`config.mk`:
```
export PLATFORM = sky130hd
export DESIGN_NAME = irq_sequencer
export DESIGN_NICKNAME = d
export VERILOG_FILES = /design/src/rtl/irq_sequencer.sv
export SDC_FILE = /design/constraint.sdc
export NUM_CORES = 1
export LEC_CHECK = 0
export CAP_MARGIN = 0
export CELL_PAD_IN_SITES_DETAIL_PLACEMENT = 1
export CELL_PAD_IN_SITES_GLOBAL_PLACEMENT = 1
export CORE_ASPECT_RATIO = 1.75
export CORE_UTILIZATION = 50
export CTS_CLUSTER_DIAMETER = 200
export DETAILED_ROUTE_END_ITERATION = 7
export PLACE_DENSITY = 0.87
export SLEW_MARGIN = 10
export SYNTH_ARGS = -nofsm -noshare
export SYNTH_HDL_FRONTEND = slang
export SYNTH_SLANG_ARGS = --single-unit
export TNS_END_PERCENT = 5
```
`constraint.sdc`:
```
create_clock -name clk -period 5.5 [get_ports clk]
set_input_delay 1.1 -clock clk [delete_from_list [all_inputs] [get_ports clk]]
set_output_delay 1.1 -clock clk [all_outputs]
set_load 0.02 [all_outputs]
```
`src/rtl/irq_sequencer.sv`:
```
// CPU-side interrupt sequencer: drains the pipeline, stacks PC/flags, vectors to the
// VIC handler and unwinds the stack on RETI. Every output is a flop.
module irq_sequencer #(
    parameter int NEST_DEPTH = 4,
    parameter int PC_W       = 32,
    parameter int CC_W       = 4
) (
    input  logic            clk,
    input  logic            rst,
    input  logic            i_vic_ctrl,
    input  logic [PC_W-1:0] i_vic_iaddr,
    input  logic [PC_W-1:0] i_pc,
    input  logic [CC_W-1:0] i_ccodes,
    input  logic            i_pipe_idle,
    input  logic            i_reti_dec,
    output logic            o_flush,
    output logic            o_pc_load,
    output logic [PC_W-1:0] o_pc_target,
    output logic            o_ccodes_load,
    output logic [CC_W-1:0] o_ccodes,
    output logic            o_irq_ack,
    output logic            o_reti,
    output logic [2:0]      o_depth,
    output logic [1:0]      o_err
);

    typedef enum logic [1:0] {S_IDLE, S_DRAIN, S_VECTOR, S_RETURN} state_e;

    localparam logic [2:0] MAX_DEPTH = 3'(NEST_DEPTH);

    state_e          state_q, state_d;
    logic [2:0]      depth_q, depth_d;
    logic [1:0]      err_q, err_d;
    logic            push;
    logic [2:0]      topIdx;

    logic            flush_d, pcLoad_d, ccLoad_d, ack_d, reti_d;
    logic [PC_W-1:0] pcTarget_d;
    logic [CC_W-1:0] cc_d;

    // Eight slots so the 3-bit depth indexes the array directly; only NEST_DEPTH are used.
    logic [PC_W-1:0] pcStack [8];
    logic [CC_W-1:0] ccStack [8];

    assign topIdx = depth_q - 3'd1;

    always_ff @(posedge clk or negedge rst) begin
        if (!rst) begin
            state_q       <= S_IDLE;
            depth_q       <= '0;
            err_q         <= '0;
            o_flush       <= 1'b0;
            o_pc_load     <= 1'b0;
            o_pc_target   <= '0;
            o_ccodes_load <= 1'b0;
            o_ccodes      <= '0;
            o_irq_ack     <= 1'b0;
            o_reti        <= 1'b0;
        end else begin
            state_q       <= state_d;
            depth_q       <= depth_d;
            err_q         <= err_d;
            o_flush       <= flush_d;
            o_pc_load     <= pcLoad_d;
            o_pc_target   <= pcTarget_d;
            o_ccodes_load <= ccLoad_d;
            o_ccodes      <= cc_d;
            o_irq_ack     <= ack_d;
            o_reti        <= reti_d;
        end
    end

    always_ff @(posedge clk) begin
        if (push) begin
            pcStack[depth_q] <= i_pc;
            ccStack[depth_q] <= i_ccodes;
        end
    end

    // RETI wins over a pending request so a tail-chained IRQ is taken after the return.
    always_comb begin
        state_d = state_q;
        depth_d = depth_q;
        err_d   = err_q;
        push    = 1'b0;
        case (state_q)
            S_IDLE: begin
                if (i_reti_dec) begin
                    if (depth_q != 3'd0) state_d = S_RETURN;
                    else                 err_d[1] = 1'b1;
                end else if (i_vic_ctrl) begin
                    if (depth_q < MAX_DEPTH) state_d = S_DRAIN;
                    else                     err_d[0] = 1'b1;
                end
            end
            S_DRAIN: begin
                if (!i_vic_ctrl) begin
                    state_d = S_IDLE;
                end else if (i_pipe_idle) begin
                    push    = 1'b1;
                    depth_d = depth_q + 3'd1;
                    state_d = S_VECTOR;
                end
            end
            S_VECTOR: state_d = S_IDLE;
            S_RETURN: begin
                depth_d = depth_q - 3'd1;
                state_d = S_IDLE;
            end
            default: state_d = S_IDLE;
        endcase
    end

    // Outputs are decoded from the state being entered so they line up with it once registered.
    always_comb begin
        flush_d    = 1'b0;
        pcLoad_d   = 1'b0;
        ccLoad_d   = 1'b0;
        ack_d      = 1'b0;
        reti_d     = 1'b0;
        pcTarget_d = '0;
        cc_d       = '0;
        case (state_d)
            S_DRAIN: flush_d = 1'b1;
            S_VECTOR: begin
                flush_d    = 1'b1;
                pcLoad_d   = 1'b1;
                ack_d      = 1'b1;
                pcTarget_d = i_vic_iaddr;
            end
            S_RETURN: begin
                flush_d    = 1'b1;
                pcLoad_d   = 1'b1;
                ccLoad_d   = 1'b1;
                reti_d     = 1'b1;
                pcTarget_d = pcStack[topIdx];
                cc_d       = ccStack[topIdx];
            end
            default: ;
        endcase
    end

    assign o_depth = depth_q;
    assign o_err   = err_q;

endmodule

```
==> reports/qor.txt <==
clk_skew - 8.040 ps
Die ar. - 26,390 µm²
Syn Nets - 718
global placement routability congestion - 0.7257
Worst Path Class, Setup - in2reg
maximum clock insertion buffer count - 3
main flop type after synthesis - edfxtp_1
drt first pass iters - 5
Final Hold Viols - 0
synth top area cells - edfxtp_1, mux4_2, dfrtp_1, o211ai_1, nand3_1
worst-path fanout max - 36
post-route ant nets - 0
Clock Latency Late Sink - 550 ps
TritonCTS Buffers - 28
DRC - 0
Fin Setup TNS - 0 ps
Hold WC Path Type - reg2reg
FP Rows - 77
final setup margin - 1929 ps
IO Port Bufs - 118
post-synthesis async set-or-reset flop share - 14.03%
CP arrival - 3740 ps
Min Clock Period, post-route - 3571 ps
vias in the first global route - 7,462
post-synthesis cell type count - 34
I/O pins - 119
Mapped Area - 12,860 µm²
Syn Inst Count - 642
RSZ-0062 raised after global routing - no
area share of the largest cell type after synthesis - 67.25%
Peak VDD IR - 0.0004365 V
# setup viols final - 0
Initial Util - 50.95%
yosys warns - 0
EDFF count, synth - 288
Avg Cell Area, Syn - 20.03 µm²
Final Cycle Share - 64.93%
initial antenna violation count - 0
FMAX - 280.0 MHz
slew at the pin closest to its max-slew limit - 1203 ps
P per Cell Area - 487.3 nW/µm²
Setup crit start kind - input port
Slew Viols, Final - 0
Setup crit end kind - register
Layout Area Growth over Synthesis - 19.56%
Core Util, Final - 60.91%
final net count - 833
total of max-cap violations - 0
# hold bufs at CTS - 0
drt wl/cell - 28.10 µm
H-tree depth - 1
CTS Root Cell - clkbuf_16
Gates resized, CTS repair - 0
share of layout cells above drive strength 1 - 19.77%
Routed Wire Length - 30.77 mm
CTS sink cnt - 335
Chip Height - 214.2 µm
total grt overflow - 0
Yosys reg bits - 335
sequential area share after synthesis - 76.40%
clock-pin slew on the worst setup and hold paths - 70 ps
DR vias/cell - 6.118
largest net degree at the start of global routing - 75
post-place setup slack - 1338 ps
post-CTS setup buffer count - 0
CTS tree - done
first-pass GRT wire length - 46.66 mm
GRT Resource Usage Total - 24.60%
worst rel slew slack - 19.59%
Leak - 5.112 nW
die width - 123.2 µm
Synth area leader - edfxtp_1
Detail Placement HPWL - 17.75 mm
Crit path required time - 5670 ps
DRT iter0 DRCs - 526
core area - 25,240 µm²
status - completed
Vias - 6,699
Antenna Cells - 0
power breakdown:
group	internal [mW]	switching [mW]	total (mW)	leakage [nW]
combinational	1.03	1.19	2.22	1.42
sequential	2.93	0.192	3.12	3.20
clock	1.26	0.897	2.16	0.492
total	5.22	2.28	7.49	5.11
cell type report:
cell class              instances  area [µm²]
fillers                      2185        9867
inverters                       5       18.77
well taps                     316       395.4
clock buffers                  37       795.8
flip-flops and latches        335        9828
repair buffers                130        1266
multi-input cells             257        2851
clock inverters                15       219.0
worst max-delay path, stage by stage:
cell and delay, ps:
clkdlybuf4s50_1 570, nor2b_1 230, nand3_1 370, inv_2 160
nand2_1 240, nor2_4 1020
cell families (layout without fill, tap and decap cells):
family	Yosys count	after routing	share of synthesized area, %
XOR/XNOR	3	3	0.2044
multiplexers	76	76	12.92
AND/OR/NAND/NOR	101	101	3.639
flip-flops	335	335	76.40
buffers and inverters	50	187	2.150
AO/OA/AOI/OAI	74	74	4.398
adder cells (fa/ha/maj)	3	3	0.2919
flip-flops by register name, indices dropped and copies added (netlist names):
signal,flops
ccStack,32
o_depth,3
o_reti,1
o_irq_ack,1
o_pc_load,1
o_flush,1
o_ccodes,4
state_q,2
pcStack,256
o_pc_target,32
o_err,2
Yosys cell counts (all sizes together), types with 2 or more instances:
cell type,number
a21oi,2
a31o,2
buf,28
clkbuf,17
dfrtp,47
edfxtp,288
ha,3
inv,5
mux2i,4
mux4,72
nand2,42
nand3,33
nand3b,2
nor2,9
nor2b,3
nor3,6
nor3b,2
o211ai,64
o21ai,3
xnor2,2
through the flow:
step | hold WS, ps | cell area (µm²) | total power, mW | instances
after floorplan | 547.9 | 12860 | 4.666 | 642
after global placement | 450.9 | 14350 | 5.262 | 1043
after detailed placement | 496.5 | 14350 | 5.377 | 1043
after CTS | 511.3 | 15370 | 7.560 | 1095
after global routing | 528.8 | 15370 | 7.776 | 1095
final | 509.2 | 15370 | 7.493 | 1095
path summary, 6_finish.rpt:
| kind | start | to | slack [ps] | cells after the start |
|---|---|---|---|---|
| max in group asynchronous | rst | o_depth[0] | 4310 | 2 |
| hold reg to reg | o_err[0] | o_err[0] | 510 | 1 |
| min in group asynchronous | rst | o_ccodes[0] | 670 | 2 |
| setup reg to reg | o_depth[0] | o_pc_target[30] | 2180 | 5 |
| setup / recovery | i_vic_ctrl | pcStack[6][23] | 1930 | 6 |
| hold / removal | o_err[0] | o_err[0] | 510 | 1 |
layer usage:
layer | vias to the layer above | share of wire (%) | GRT usage [%]
li1 | 2843 | - | -
met3 | 70 | 5.1 | 3.271
met1 | 3527 | 36 | 30.31
met4 | 0 | 3.8 | 10.76
met5 | - | 0 | 0
met2 | 259 | 55 | 42.76
layout by cell type (no fill, tap or decap), types with 2 or more instances in the layout:
| master | netlist | layout |
|---|---|---|
| a21oi_1 | 2 | 2 |
| a31o_2 | 2 | 2 |
| buf_4 | 1 | 12 |
| bufinv_16 | 0 | 5 |
| clkbuf_1 | 17 | 4 |
| clkbuf_16 | 0 | 29 |
| clkbuf_8 | 0 | 4 |
| clkdlybuf4s50_1 | 0 | 117 |
| clkinv_2 | 0 | 3 |
| clkinv_4 | 0 | 3 |
| clkinvlp_4 | 0 | 2 |
| dfrtp_1 | 47 | 46 |
| edfxtp_1 | 288 | 288 |
| ha_1 | 3 | 2 |
| inv_1 | 4 | 4 |
| mux2i_1 | 4 | 4 |
| mux4_2 | 72 | 72 |
| nand2_1 | 42 | 42 |
| nand3_1 | 33 | 33 |
| nand3b_1 | 2 | 2 |
| nor2_1 | 9 | 6 |
| nor2_4 | 0 | 3 |
| nor2b_1 | 3 | 2 |
| nor3_2 | 0 | 4 |
| o211ai_1 | 60 | 60 |
| o211ai_2 | 4 | 4 |
| o21ai_0 | 3 | 3 |
| xnor2_1 | 2 | 2 |
Power figures use the tool's default switching activity.
